## src/rtl/noc_route_pkg.sv

```systemverilog
// noc_route_pkg: shared types, constants and the port computation used by the
// NoC route decoder (optional statistics enabled with NOC_ROUTE_STATS_EN).
package noc_route_pkg;

    // Width of every statistics counter.
    localparam int STAT_W      = 16;

    // Widest address field / shift / select the helper function handles.
    localparam int ADDR_MAX_W  = 16;
    localparam int SHIFT_MAX_W = 4;
    localparam int SEL_MAX_W   = 4;

    typedef enum logic [1:0] {
        IDLE = 2'd0,
        SEL  = 2'd1,
        DATA = 2'd2
    } route_state_e;

    typedef enum logic {
        TREE = 1'b0,
        LEAF = 1'b1
    } route_mode_e;

    // Destination port for address a. Tree mode takes a bit slice starting at
    // 'shift'; because a is zero-extended, slice bits above the real address
    // field read as 0. Leaf mode routes hits to port 0 and misses upstream to
    // the highest port. num_out is the node's port count (a power of 2).
    function automatic logic [SEL_MAX_W-1:0] port_of(
        input logic [ADDR_MAX_W-1:0]  a,
        input route_mode_e            mode,
        input logic [ADDR_MAX_W-1:0]  addr,
        input logic [ADDR_MAX_W-1:0]  mask,
        input logic [SHIFT_MAX_W-1:0] shift,
        input logic [SEL_MAX_W:0]     num_out
    );
        logic [ADDR_MAX_W-1:0] sel_mask;
        logic [SEL_MAX_W-1:0]  res;
        sel_mask = ADDR_MAX_W'(num_out) - 16'd1;
        if (mode == TREE) begin
            res = SEL_MAX_W'((a >> shift) & sel_mask);
        end else if ((a & mask) == (addr & mask)) begin
            res = 4'd0;
        end else begin
            res = SEL_MAX_W'(sel_mask);
        end
        return res;
    endfunction

endpackage

```

## src/rtl/noc_route_select.sv

```systemverilog
// noc_route_select: combinational destination-port computation for one flit
// address, in tree (bit-slice) or leaf (masked match) mode.
module noc_route_select
    import noc_route_pkg::*;
#(
    parameter int ADDR_W  = 4,
    parameter int NUM_OUT = 2,
    localparam int SEL_W   = $clog2(NUM_OUT),
    localparam int SHIFT_W = $clog2(ADDR_W)
) (
    input  logic [ADDR_W-1:0]  addr_field,
    input  logic               cfg_mode,
    input  logic [ADDR_W-1:0]  cfg_addr,
    input  logic [ADDR_W-1:0]  cfg_mask,
    input  logic [SHIFT_W-1:0] cfg_shift,
    output logic [SEL_W-1:0]   port
);

    // Widen every operand to the helper's fixed widths and keep the low bits.
    always_comb begin
        port = SEL_W'(port_of(ADDR_MAX_W'(addr_field),
                              route_mode_e'(cfg_mode),
                              ADDR_MAX_W'(cfg_addr),
                              ADDR_MAX_W'(cfg_mask),
                              SHIFT_MAX_W'(cfg_shift),
                              5'(NUM_OUT)));
    end

endmodule

```

## src/rtl/noc_route_decoder.sv

```systemverilog
// noc_route_decoder: one-flit-per-packet NoC decode-tree node. Accepts a flit,
// announces the chosen port on the S side channel, then presents the flit on
// that output. Optional per-port statistics are built when the macro
// NOC_ROUTE_STATS_EN is defined.
module noc_route_decoder
    import noc_route_pkg::*;
#(
    parameter int DATA_W   = 9,
    parameter int ADDR_LSB = 5,
    parameter int ADDR_W   = 4,
    parameter int NUM_OUT  = 2,
    localparam int SEL_W      = $clog2(NUM_OUT),
    localparam int SHIFT_W    = $clog2(ADDR_W),
    localparam int STAT_SEL_W = $clog2(NUM_OUT + 1)
) (
    input  logic               CLK,
    input  logic               RESET,
    input  logic               cfg_mode,
    input  logic [ADDR_W-1:0]  cfg_addr,
    input  logic [ADDR_W-1:0]  cfg_mask,
    input  logic [SHIFT_W-1:0] cfg_shift,
    input  logic               in_valid,
    output logic               in_ready,
    input  logic [DATA_W-1:0]  in_data,
    output logic               s_valid,
    input  logic               s_ready,
    output logic [SEL_W-1:0]   s_data,
    output logic [NUM_OUT-1:0] out_valid,
    input  logic [NUM_OUT-1:0] out_ready,
    output logic [DATA_W-1:0]  out_data
`ifdef NOC_ROUTE_STATS_EN
    ,
    input  logic [STAT_SEL_W-1:0] stat_sel,
    input  logic                  stat_clr,
    output logic [STAT_W-1:0]     stat_cnt
`endif
);

    localparam logic [1:0] ST_IDLE = 2'(IDLE);
    localparam logic [1:0] ST_SEL  = 2'(SEL);
    localparam logic [1:0] ST_DATA = 2'(DATA);

    localparam logic [NUM_OUT-1:0] PORT0_ONEHOT = {{(NUM_OUT-1){1'b0}}, 1'b1};

    logic [1:0]         state_r;
    logic               in_ready_r;
    logic               s_valid_r;
    logic [SEL_W-1:0]   s_data_r;
    logic [NUM_OUT-1:0] out_valid_r;
    logic [DATA_W-1:0]  out_data_r;
    logic [DATA_W-1:0]  flit_r;
    logic [SEL_W-1:0]   port_r;
    logic [SEL_W-1:0]   port_s;
    logic               accept_s;
    logic               out_fire_s;

    // Port for the flit currently offered; only used on the accepting edge, so
    // the configuration is effectively sampled together with the flit.
    noc_route_select #(
        .ADDR_W  (ADDR_W),
        .NUM_OUT (NUM_OUT)
    ) u_select (
        .addr_field (in_data[ADDR_LSB +: ADDR_W]),
        .cfg_mode   (cfg_mode),
        .cfg_addr   (cfg_addr),
        .cfg_mask   (cfg_mask),
        .cfg_shift  (cfg_shift),
        .port       (port_s)
    );

    // Handshake qualifiers for the input and the selected output port.
    always_comb begin
        accept_s   = 1'b0;
        out_fire_s = 1'b0;
        if (state_r == ST_IDLE) begin
            accept_s = in_ready_r & in_valid;
        end else if (state_r == ST_DATA) begin
            out_fire_s = out_ready[port_r];
        end else begin
            accept_s   = 1'b0;
            out_fire_s = 1'b0;
        end
    end

    // Control FSM; every output is a register loaded from the transition, so
    // s_valid and out_valid can never overlap and in_ready stays low in reset.
    always_ff @(posedge CLK or posedge RESET) begin
        if (RESET) begin
            state_r     <= ST_IDLE;
            in_ready_r  <= 1'b0;
            s_valid_r   <= 1'b0;
            s_data_r    <= {SEL_W{1'b0}};
            out_valid_r <= {NUM_OUT{1'b0}};
            out_data_r  <= {DATA_W{1'b0}};
            flit_r      <= {DATA_W{1'b0}};
            port_r      <= {SEL_W{1'b0}};
        end else begin
            case (state_r)
                ST_IDLE: begin
                    if (accept_s) begin
                        flit_r     <= in_data;
                        port_r     <= port_s;
                        s_data_r   <= port_s;
                        s_valid_r  <= 1'b1;
                        in_ready_r <= 1'b0;
                        state_r    <= ST_SEL;
                    end else begin
                        // First idle cycle after reset opens the input.
                        in_ready_r <= 1'b1;
                    end
                end
                ST_SEL: begin
                    if (s_ready) begin
                        s_valid_r   <= 1'b0;
                        out_valid_r <= PORT0_ONEHOT << port_r;
                        out_data_r  <= flit_r;
                        state_r     <= ST_DATA;
                    end
                end
                ST_DATA: begin
                    if (out_fire_s) begin
                        out_valid_r <= {NUM_OUT{1'b0}};
                        in_ready_r  <= 1'b1;
                        state_r     <= ST_IDLE;
                    end
                end
                default: begin
                    state_r     <= ST_IDLE;
                    in_ready_r  <= 1'b0;
                    s_valid_r   <= 1'b0;
                    out_valid_r <= {NUM_OUT{1'b0}};
                end
            endcase
        end
    end

    assign in_ready  = in_ready_r;
    assign s_valid   = s_valid_r;
    assign s_data    = s_data_r;
    assign out_valid = out_valid_r;
    assign out_data  = out_data_r;

`ifdef NOC_ROUTE_STATS_EN
    route_mode_e        mode_r;
    logic [STAT_W-1:0]  port_cnt_r [NUM_OUT];
    logic [STAT_W-1:0]  miss_cnt_r;
    logic [STAT_W-1:0]  stat_cnt_r;
    logic [STAT_W-1:0]  stat_pick_s;

    // Mode of the in-flight packet, needed to tell leaf misses from tree routes.
    always_ff @(posedge CLK or posedge RESET) begin
        if (RESET) begin
            mode_r <= TREE;
        end else if (accept_s) begin
            mode_r <= route_mode_e'(cfg_mode);
        end
    end

    // Saturating counters of completed output handshakes; clear has priority.
    always_ff @(posedge CLK or posedge RESET) begin
        if (RESET) begin
            for (int i = 0; i < NUM_OUT; i++) begin
                port_cnt_r[i] <= {STAT_W{1'b0}};
            end
            miss_cnt_r <= {STAT_W{1'b0}};
        end else if (stat_clr) begin
            for (int i = 0; i < NUM_OUT; i++) begin
                port_cnt_r[i] <= {STAT_W{1'b0}};
            end
            miss_cnt_r <= {STAT_W{1'b0}};
        end else if (out_fire_s) begin
            for (int i = 0; i < NUM_OUT; i++) begin
                if ((port_r == SEL_W'(i)) && (port_cnt_r[i] != {STAT_W{1'b1}})) begin
                    port_cnt_r[i] <= port_cnt_r[i] + 16'd1;
                end
            end
            if ((mode_r == LEAF) && (port_r == SEL_W'(NUM_OUT - 1)) &&
                (miss_cnt_r != {STAT_W{1'b1}})) begin
                miss_cnt_r <= miss_cnt_r + 16'd1;
            end
        end
    end

    // Read mux: stat_sel == NUM_OUT selects the miss counter, larger reads 0.
    always_comb begin
        stat_pick_s = {STAT_W{1'b0}};
        if (stat_sel == STAT_SEL_W'(NUM_OUT)) begin
            stat_pick_s = miss_cnt_r;
        end else begin
            for (int i = 0; i < NUM_OUT; i++) begin
                if (stat_sel == STAT_SEL_W'(i)) begin
                    stat_pick_s = port_cnt_r[i];
                end
            end
        end
    end

    // Registered read port, one cycle of latency.
    always_ff @(posedge CLK or posedge RESET) begin
        if (RESET) begin
            stat_cnt_r <= {STAT_W{1'b0}};
        end else begin
            stat_cnt_r <= stat_pick_s;
        end
    end

    assign stat_cnt = stat_cnt_r;
`endif

endmodule

```

## config.mk

```make
export PLATFORM = sky130hd
export DESIGN_NAME = noc_route_decoder
export DESIGN_NICKNAME = d
export VERILOG_FILES = /design/src/rtl/noc_route_pkg.sv /design/src/rtl/noc_route_select.sv /design/src/rtl/noc_route_decoder.sv
export SDC_FILE = /design/constraint.sdc
export NUM_CORES = 1
export LEC_CHECK = 0
export BUFFER_PORTS_ARGS = -buffer_cell sky130_fd_sc_hd__buf_2
export CAP_MARGIN = 20
export CORE_MARGIN = 5
export CORE_UTILIZATION = 40
export CTS_CLUSTER_DIAMETER = 30
export DETAILED_ROUTE_END_ITERATION = 12
export PLACE_DENSITY = 0.75
export SLEW_MARGIN = 20
export SYNTH_ARGS = -nofsm -noshare
export SYNTH_HDL_FRONTEND = slang
export SYNTH_SLANG_ARGS = --single-unit
```

## constraint.sdc

```tcl
create_clock -name CLK -period 4.53 [get_ports CLK]
set_clock_uncertainty 0.05 [all_clocks]
set_input_delay 0.453 -clock CLK [delete_from_list [all_inputs] [get_ports CLK]]
set_output_delay 0.453 -clock CLK [all_outputs]
set_load 0.05 [all_outputs]
```

### After elaboration in Yosys (flattened, before gate mapping)

Index checks and enable logic that the tools add are counted.

* bits in registers: 25

* bitwise operators: 6
* order comparisons: 1
* equal/unequal tests: 6
* mux-type cells: 19
* shifts and indexed selects: 2
* reductions and logical operators: 7

Operators with widths (number)
* $eq A16 B16 Y1: 1
* $pmux W2 S3: 2
* $mux W1: 11
* $reduce_and A3 Y1: 3
* $and A4 B4 Y4: 2
* $mux W2: 4
* $ne A2 B2 Y1 const B: 3
* $pmux W1 S3: 2
* $reduce_and A2 Y1: 3
* $shr A4 B2 Y1: 1
* $not A1 Y1: 3
* $eq A2 B1 Y1 const B: 1
* $eq A2 B2 Y1 const B: 1
* $logic_not A2 Y1: 1
* $lt A1 B2 Y1 const B: 1
* $shl A1 B1 Y2 const A: 1
* $and A1 B1 Y1: 1

### Longest topological paths before layout

Gate-level depths: netlist of the first run.

* depth after elaboration: 6
* gate-level depth with buffers: 5

### By module

Synthesis of the first run repeated with hierarchy kept, for this count alone.

* cell total of the unflattened synthesis: 75
* area, all modules: 1139.8 sq um

By module, submodules not included
* noc_route_decoder: area each 1057.3 sq um, cells an instance 66, sequential area each 625.6 sq um, times used 1
* noc_route_select: area each 82.6 sq um, cells an instance 9, sequential area each 0.0 sq um, times used 1

### Worst setup path after synthesis of the first run

No wires, ideal clock.

* path kind: reg2reg
* start: register in_ready_r (netlist: in_ready)
* end: register flit_r[0]
* arrival: 1.539 ns
* library setup time: 0.125 ns
* clock period less this slack: 1.714 ns
* cell stages (with the launch flop): 5
* required time: 4.355 ns
* path slack: 2.816 ns
* path buffers: 1
* cells stage by stage: dfrtp_1 -> nand2_2 -> nor3b_4 -> buf_6 -> mux2_2

* cells in the longest elaborated chain, start to end: 3

Ends and longest elaborated chain
* start, declared: line noc_route_decoder.sv:46 `logic in_ready_r;`
* start signal, assigned: line noc_route_decoder.sv:90 `in_ready_r <= 1'b0;`
* start signal, assigned: line noc_route_decoder.sv:105 `in_ready_r <= 1'b0;`
* start signal, assigned: line noc_route_decoder.sv:109 `in_ready_r <= 1'b1;`
* $and A1 B1 Y1: line noc_route_decoder.sv:76 `accept_s = in_ready_r & in_valid;`
* $mux W1: line noc_route_decoder.sv:75 `if (state_r == ST_IDLE) begin`
* $reduce_and A2 Y1 (no source line)
* end signal, assigned: line noc_route_decoder.sv:95 `flit_r <= {DATA_W{1'b0}};`
* end signal, assigned: line noc_route_decoder.sv:101 `flit_r <= in_data;`
* end, declared: line noc_route_decoder.sv:51 `logic [DATA_W-1:0] flit_r;`

Every way passes these cells.
A chain may end at the register's enable or synchronous reset.

### Worst setup path after layout of the first run

* start: register state_r[1]
* end: register flit_r[4]

* cells in the longest elaborated chain, start to end: 3

Ends and longest elaborated chain
* start, declared: line noc_route_decoder.sv:45 `logic [1:0] state_r;`
* start signal, assigned: line noc_route_decoder.sv:89 `state_r <= ST_IDLE;`
* start signal, assigned: line noc_route_decoder.sv:106 `state_r <= ST_SEL;`
* start signal, assigned: line noc_route_decoder.sv:117 `state_r <= ST_DATA;`
* $logic_not A2 Y1 *: line noc_route_decoder.sv:75, noc_route_decoder.sv:98
* $mux W1: line noc_route_decoder.sv:75
* $reduce_and A2 Y1 (no source line) *

Mark *: on every way between the ends. The rest lies on a longest branch, timed or not.

==> flow_summary_export.csv, run 1 <==
group,metric,value,unit
outcome,outcome,"completed",
drt,antenna_left,0,
synth,yosys_warnings,0,
floorplan,placementRows,18,
place,placed_area,1280,µm²
place,placed_cells,142,
synth,synthDistinctLibCells,21,
timing,worst_hold_slack,0.266,ns
timing,finalSetupViolations,0,
floorplan,initial_core_util,42.3,%
synth,yosysSeqAreaShare,58.6,%
critical_path,critPathLaunch,"state_r[1]",
synth,netlist_instances,75,
critical_path,path_max_fanout,13,
critical_path,cp-start-kind,"flip-flop",
pwr,internal-power,540,µW
critical_path,crit_path_end_kind,"flip-flop",
critical_path,rr_startpoint,"state_r[1]",
layout,final_cells,146,
timing,fin_crit,1.77,ns
layout,seqCellArea,626,µm²
global_route,grt_start_max_net_pins,26,
drt,drt_wl_total,2020,µm
timing,final_hold_viol_count,0,
timing,max-slew-margin-rel,38.7,%
clock_tree,cts_hold_buf,0,
pwr,power.switching,450,µW
worst_hold_path,min_path_type,"primary input to asynchronous set/reset pin",
pwr,combinationalPowerShare,50.4,%
place,dp_hpwl,1570,µm
timing,grt_setup_unrepaired,"false",
global_route,grt_pass1_vias,722,
floorplan,io_pins,40,
timing,fmax,565,MHz
drt,first_iter_violations,27,
clock_tree,clock_sinks,25,
timing,worst_pin_slew,0.919,ns
clock_tree,clkLatencyLatePin,0.31,ns
drt,routed_via_density,4.90,
critical_path,arrival,1.93,ns
place,place_congestion,0.677,
floorplan,dieArea,3800,µm²
clock_tree,cts-root-buf,"clkbuf_4",
timing,drv_slew,0,
critical_path,endpoint,"flit_r[4]",
critical_path,crit_type,"flip-flop to flip-flop",
synth,syn_area,1070,µm²
clock_tree,cts_buffer_depth,2,
drt,drc_errors,0,
synth,synth_nets,101,
layout,syn_to_final_growth,22.9,%
critical_path,r2r-end,"flit_r[4]",
clock_tree,numCtsBuffers,3,
clock_tree,htree_num_levels,1,
global_route,grt_overflow,0,
pwr,p_leak,0.641,nW
timing,tns,0,ns
drt,wl_per_cell,13.9,µm
layout,final_nets,143,
clock_tree,cts_resized,0,
layout,fin_area,1310,µm²
critical_path,r2r_slack,2.76,ns
global_route,track_usage,12.5,%
layout,diodes,0,
run,drv_cap,0,
layout,drive_gt1_share,58.6,%
pwr,pwr-share-clk,9.9,%
clock_tree,post-cts-setup-buffers,0,
clock_tree,clk_pin_slew_worst_paths,0.13,ns
global_route,grt_pass1_wl,3390,µm
critical_path,worstPathRequired,4.69,ns
synth,ys_ff_latch,25,
pwr,ir_drop,0.480,mV
timing,final.period_utilization,39.1,%
drt,vias,715,
layout,multi_input_area,410,µm²
clock_tree,cts_tree,"built",
floorplan,dieWidth,61.7,µm
global_route,antenna_found_initial,0,
place,numPortBuffers,39,
floorplan,core_area,2520,µm²
pwr,p_per_area,756,nW/µm²
layout,nFillCells,233,
drt,drt_pre_antenna_iters,4,
critical_path,reg2regPathDepth,4,
floorplan,die_h,61.7,µm
pwr,seq_power_share,39.7,%
synth,syn_area_per_cell,14.2,µm²
pwr,p_sw_share,45.4,%
logic make-up after synthesis:
logic type / Yosys count / synth area share [%]
AO/OA/AOI/OAI: 11 / 6.80
flip-flops: 25 / 58.6
XOR/XNOR: 4 / 3.28
AND/OR/NAND/NOR: 8 / 4.81
buffers and inverters: 6 / 2.93
multiplexers: 21 / 23.6
cell usage after synthesis:
library cell  count  area, µm²
mux2_4            1       15.0
or2_2             1       6.26
nor2_1            2       7.51
buf_2             1       5.00
mux4_2            1       22.5
a31oi_1           1       6.26
inv_1             4       15.0
xor2_1            4       35.0
nor3b_4           1       18.8
a211oi_1          1       7.51
buf_6             1       11.3
mux2_2           19        214
nand3_1           1       5.00
a31o_2            1       8.76
nand2_1           2       7.51
o21a_1            1       7.51
o21ai_0           4       20.0
a21boi_0          1       7.51
nand2_2           1       6.26
a22oi_1           2       15.0
dfrtp_1          25        626
metal layers:
layer  vias up  track usage [%]  routed length, µm
met3         0             4.40                121
met1       350             14.8                828
met5         -                0                  0
li1        348                -                  -
met2        17             22.1               1070
met4         0             1.82                  0
layout by cell type, fill, tap and decap left out:
master    count
a31oi_1       1
mux4_2        1
dfrtp_1      25
clkinv_2      1
nand2_1       2
clkbuf_4      3
nand3_1       1
o21a_1        1
o21ai_0       4
nand2_2       1
nor2_1        2
a21boi_0      1
mux2_2       19
buf_2        39
or2_2         1
a22oi_1       2
a211oi_1      1
a31o_2        1
inv_1         4
xor2_1        4
nor3b_4       1
mux2_4        1
power groups by stage:
| stage | sequential, mW | clock, mW | combinational, mW |
|---|---|---|---|
| after global routing | 0.410 | 0.111 | 0.537 |
| after detailed placement | 0.399 | 0 | 0.505 |
| after floorplan | 0.602 | 0 | 0.194 |
| final | 0.393 | 0.0980 | 0.500 |
| after CTS | 0.395 | 0.101 | 0.506 |
| after global placement | 0.394 | 0 | 0.495 |
flip-flops by register name, indices dropped and copies added (netlist names):
| register | cells |
|---|---|
| in_ready | 1 |
| flit_r | 9 |
| out_valid | 2 |
| s_valid | 1 |
| state_r | 2 |
| port_r | 1 |
| out_data | 9 |
worst max-delay path, cell delays in order (launching register included):
cell and delay [ns]:
dfrtp_1 0.42, inv_1 0.12, nand2_2 0.09, nor3b_4 0.58, mux2_2 0.41
cell type report:
| class | count | area share (%) |
|---|---|---|
| Sequential cell | 25 | 47.7 |
| Multi-Input combinational cell | 44 | 31.3 |
| Timing Repair Buffer | 39 | 14.9 |
| Tap cell | 30 | 2.86 |
| Clock buffer | 3 | 1.72 |
| Inverter | 4 | 1.15 |
| Clock inverter | 1 | 0.382 |
through the flow:
stage               util, %  power (mW)  setup WS, ns
CTS                    52.0        1.00          2.76
global placement       50.9       0.889          2.86
detailed placement     50.9       0.904          2.78
finish                 52.0       0.991          2.76
global route           52.0        1.06          2.66
floorplan                 -       0.795          2.82
worst min path at each step:
stage,start,end,slack [ns]
finish,RESET,flit_r[8],0.27
global placement,out_valid[1],out_valid[1],0.41
detailed placement,out_valid[1],out_valid[1],0.43
CTS,RESET,flit_r[8],0.30
floorplan,RESET,flit_r[0],0.43
global route,in_data[1],flit_r[1],0.29
Power figures use the tool's default switching activity.
==> inputs of run 2 (changes only) <==
--- a/config.mk
+++ b/config.mk
@@ -5,13 +5,14 @@
 export SDC_FILE = /design/constraint.sdc
 export NUM_CORES = 1
 export LEC_CHECK = 0
+export ABC_AREA = 1
 export BUFFER_PORTS_ARGS = -buffer_cell sky130_fd_sc_hd__buf_2
 export CAP_MARGIN = 20
 export CORE_MARGIN = 5
 export CORE_UTILIZATION = 40
 export CTS_CLUSTER_DIAMETER = 30
 export DETAILED_ROUTE_END_ITERATION = 12
-export PLACE_DENSITY = 0.75
+export PLACE_DENSITY = 0.77
 export SLEW_MARGIN = 20
 export SYNTH_ARGS = -nofsm -noshare
 export SYNTH_HDL_FRONTEND = slang
==> constraint.sdc (replaced) <==
create_clock -name CLK -period 1.4 [get_ports CLK]
set_clock_uncertainty 0.05 [all_clocks]
set_input_delay 0.14 -clock CLK [delete_from_list [all_inputs] [get_ports CLK]]
set_output_delay 0.14 -clock CLK [all_outputs]
set_load 0.05 [all_outputs]
==> run 2 against run 1 <==
Effect of this change: power rose to 3.2 times the previous value; combinational power rose to 3.2 times the previous value; sequential share of layout area fell by 5.4 points; setup slack got worse by 2.6 ns; sequential cell count did not move; worst hold slack got worse by 0.26 ns; via count rose by 39%; register-to-register slack got worse by 2.6 ns; synthesized cell count rose by 73%; critical path depth fell by 3; critical path type is now flip-flop to primary output; critical endpoint is now s_data.
==> flow_summary_export.csv, run 2 <==
group,metric,value,unit
critical_path,r2r-end,"in_ready",
worst_hold_path,min_path_type,"primary input to flip-flop",
timing,tns,0,ns
timing,worst_pin_slew,0.305,ns
critical_path,cp-start-kind,"flip-flop",
timing,fin_crit,1.28,ns
clock_tree,cts_buffer_depth,2,
floorplan,core_area,2780,µm²
timing,fmax,783,MHz
layout,syn_to_final_growth,26.9,%
global_route,grt_start_max_net_pins,26,
place,numPortBuffers,39,
drt,vias,991,
critical_path,arrival,1.09,ns
drt,drc_errors,0,
drt,drt_pre_antenna_iters,3,
synth,synth_nets,156,
global_route,grt_overflow,0,
synth,yosysTopAreaCellShare,53.6,%
floorplan,placementRows,19,
clock_tree,clock_sinks,25,
worst_hold_path,holdPathStages,3,
timing,final.period_utilization,91.2,%
synth,syn_area_per_cell,8.97,µm²
clock_tree,clk_pin_slew_worst_paths,0.13,ns
timing,drv_slew,0,
place,placed_cells,201,
floorplan,dieArea,4100,µm²
synth,synth_common_cells,"nand2_1 (36), dfrtp_1 (25), inv_1 (19)",
synth,netlist_top_cells_area,"dfrtp_1 (54%), nand2_1 (12%), inv_1 (6.1%), mux2_4 (5.2%), o21ai_2 (4.5%)",
pwr,p_total,3.18,mW
run,drv_cap,0,
clock_tree,cts_tree,"built",
critical_path,cp_slowest_cell,"dfrtp_1",
pwr,p_per_area,2150,nW/µm²
critical_path,r2r_slack,0.15,ns
worst_hold_path,hold_path_end,"flit_r[4]",
critical_path,crit_path_end_kind,"primary output",
synth,yosysMostFrequentCell,"nand2_1",
critical_path,path_cells,"buf_2",
pwr,ir_drop,1.18,mV
synth,ys_ff_latch,25,
layout,diodes,0,
layout,drive_gt1_share,34.1,%
critical_path,rr_startpoint,"port_r",
critical_path,reg2regPathDepth,4,
layout,final_cells,210,
clock_tree,cts_resized,0,
synth,yosys.area.top_type,"dfrtp_1",
synth,yosys_warnings,0,
global_route,grt_pass1_wl,4490,µm
floorplan,io_pins,40,
place,place_congestion,0.770,
layout,final_common_cell,"buf_2",
clock_tree,cts-root-buf,"clkbuf_4",
synth,yosysSeqAreaShare,53.6,%
pwr,p_leak,0.843,nW
layout,final_nets,206,
clock_tree,post-cts-setup-buffers,0,
floorplan,dieWidth,64.0,µm
synth,syn_area,1170,µm²
synth,synthDistinctLibCells,18,
drt,routed_via_density,4.72,
global_route,antenna_found_initial,0,
timing,finalSetupViolations,0,
synth,netlist_instances,130,
drt,wl_per_cell,11.8,µm
global_route,grt_pass1_vias,1128,
clock_tree,clkLatencyLatePin,0.30,ns
floorplan,initial_core_util,41.9,%
synth,synth-edff-count,0,
timing,max-slew-margin-rel,79.7,%
drt,first_iter_violations,25,
critical_path,crit_type,"flip-flop to primary output",
timing,grt_setup_unrepaired,"false",
synth,ys.flop_type,"dfrtp_1",
critical_path,worstPathRequired,1.21,ns
global_route,track_usage,13.2,%
critical_path,cpLargestDelayFamily,"flip-flops",
critical_path,path_max_fanout,6,
timing,final_hold_viol_count,0,
drt,drt_wl_total,2480,µm
clock_tree,htree_num_levels,1,
outcome,outcome,"completed",
layout,final_cell_mix,"buf_2 (39), nand2_1 (36), dfrtp_1 (25), inv_1 (19)",
critical_path,cp.buffers_inverters,1,
place,dp_hpwl,2050,µm
clock_tree,numCtsBuffers,3,
drt,antenna_left,0,
synth,synthArstFlopShare,100,%
critical_path,critPathMaxStageDelay,0.48,ns
worst_hold_path,worstHoldStart,"in_data[4]",
floorplan,die_h,64.0,µm
run 2: cell types whose count changed in the layout (fill, tap and decap cells not counted), moves of 3 or more:
cell           change
mux2_4             +3
nand3_1            +7
mux2_2            -19
inv_1             +15
o21ai_1            +5
o21ai_0            +4
nand2_1           +34
dlygate4sd3_1      +5
xor2_1             -4
nor2_1             +6
o21ai_2            +6
buf_4              +3
run 2: routing by layer:
layer  wire length, µm  GRT usage, %
met1               985          14.2
met2              1320          25.5
met3               175          3.33
met4                 0          2.86
met5                 0             0
run 2: how the worst max path moves through the flow:
stage	startpoint	cells past startpoint	slack [ns]	endpoint
2_1_floorplan	port_r	5	0.04	in_ready
3_3_place_gp	state_r[1]	6	0.21	s_valid
3_5_place_dp	state_r[1]	6	0.16	s_valid
4_1_cts	port_r	1	0.11	s_data
5_1_grt	port_r	1	0.03	s_data
6_report	port_r	1	0.12	s_data
run 2: layout make-up:
class	count	area [µm²]
clock buffer	4	26.3
fill	271	1300
inverter	21	78.8
multi-input combinational	82	443
sequential	25	626
tap	31	38.8
timing repair buffer	47	268
run 2: logic make-up (layout without fill, tap and decap cells):
group,Yosys count,in the layout,share of synthesized area [%]
simple gates,57,57,21.7
compound gates,21,21,11.2
flops,25,25,53.6
mux,4,4,5.15
buf+inv,23,72,8.37
run 2: repair_timing:
action                     CTS  global route
hold endpoints to repair    29             0
setup endpoints to repair    0             0
hold buffers                 5             0
run 2: where the power goes:
group          switching, mW  leakage [nW]  total (mW)  internal (mW)
logic                   1.14         0.514        1.62          0.478
clock network          0.196        0.0150       0.306          0.111
registers              0.203         0.314        1.25           1.04
run 2: worst reg2reg max path: cells and delay by family, from the launching register on:
family	cells	cell delay, ns
DFF	1	0.47
AOI/OAI and AO/OA	3	0.53
and+or+nand+nor	1	0.09
run 2: stage by stage:
stage	instance area [µm²]	utilization (%)	hold slack (ns)	setup slack, ns
2_1_floorplan	1170	-	0.117	0.0435
3_3_place_gp	1400	50.5	0.146	0.207
3_5_place_dp	1400	50.5	0.155	0.165
4_1_cts	1480	53.2	0.00231	0.114
5_1_grt	1480	53.2	0.00411	0.0322
6_report	1480	53.2	0.00630	0.123
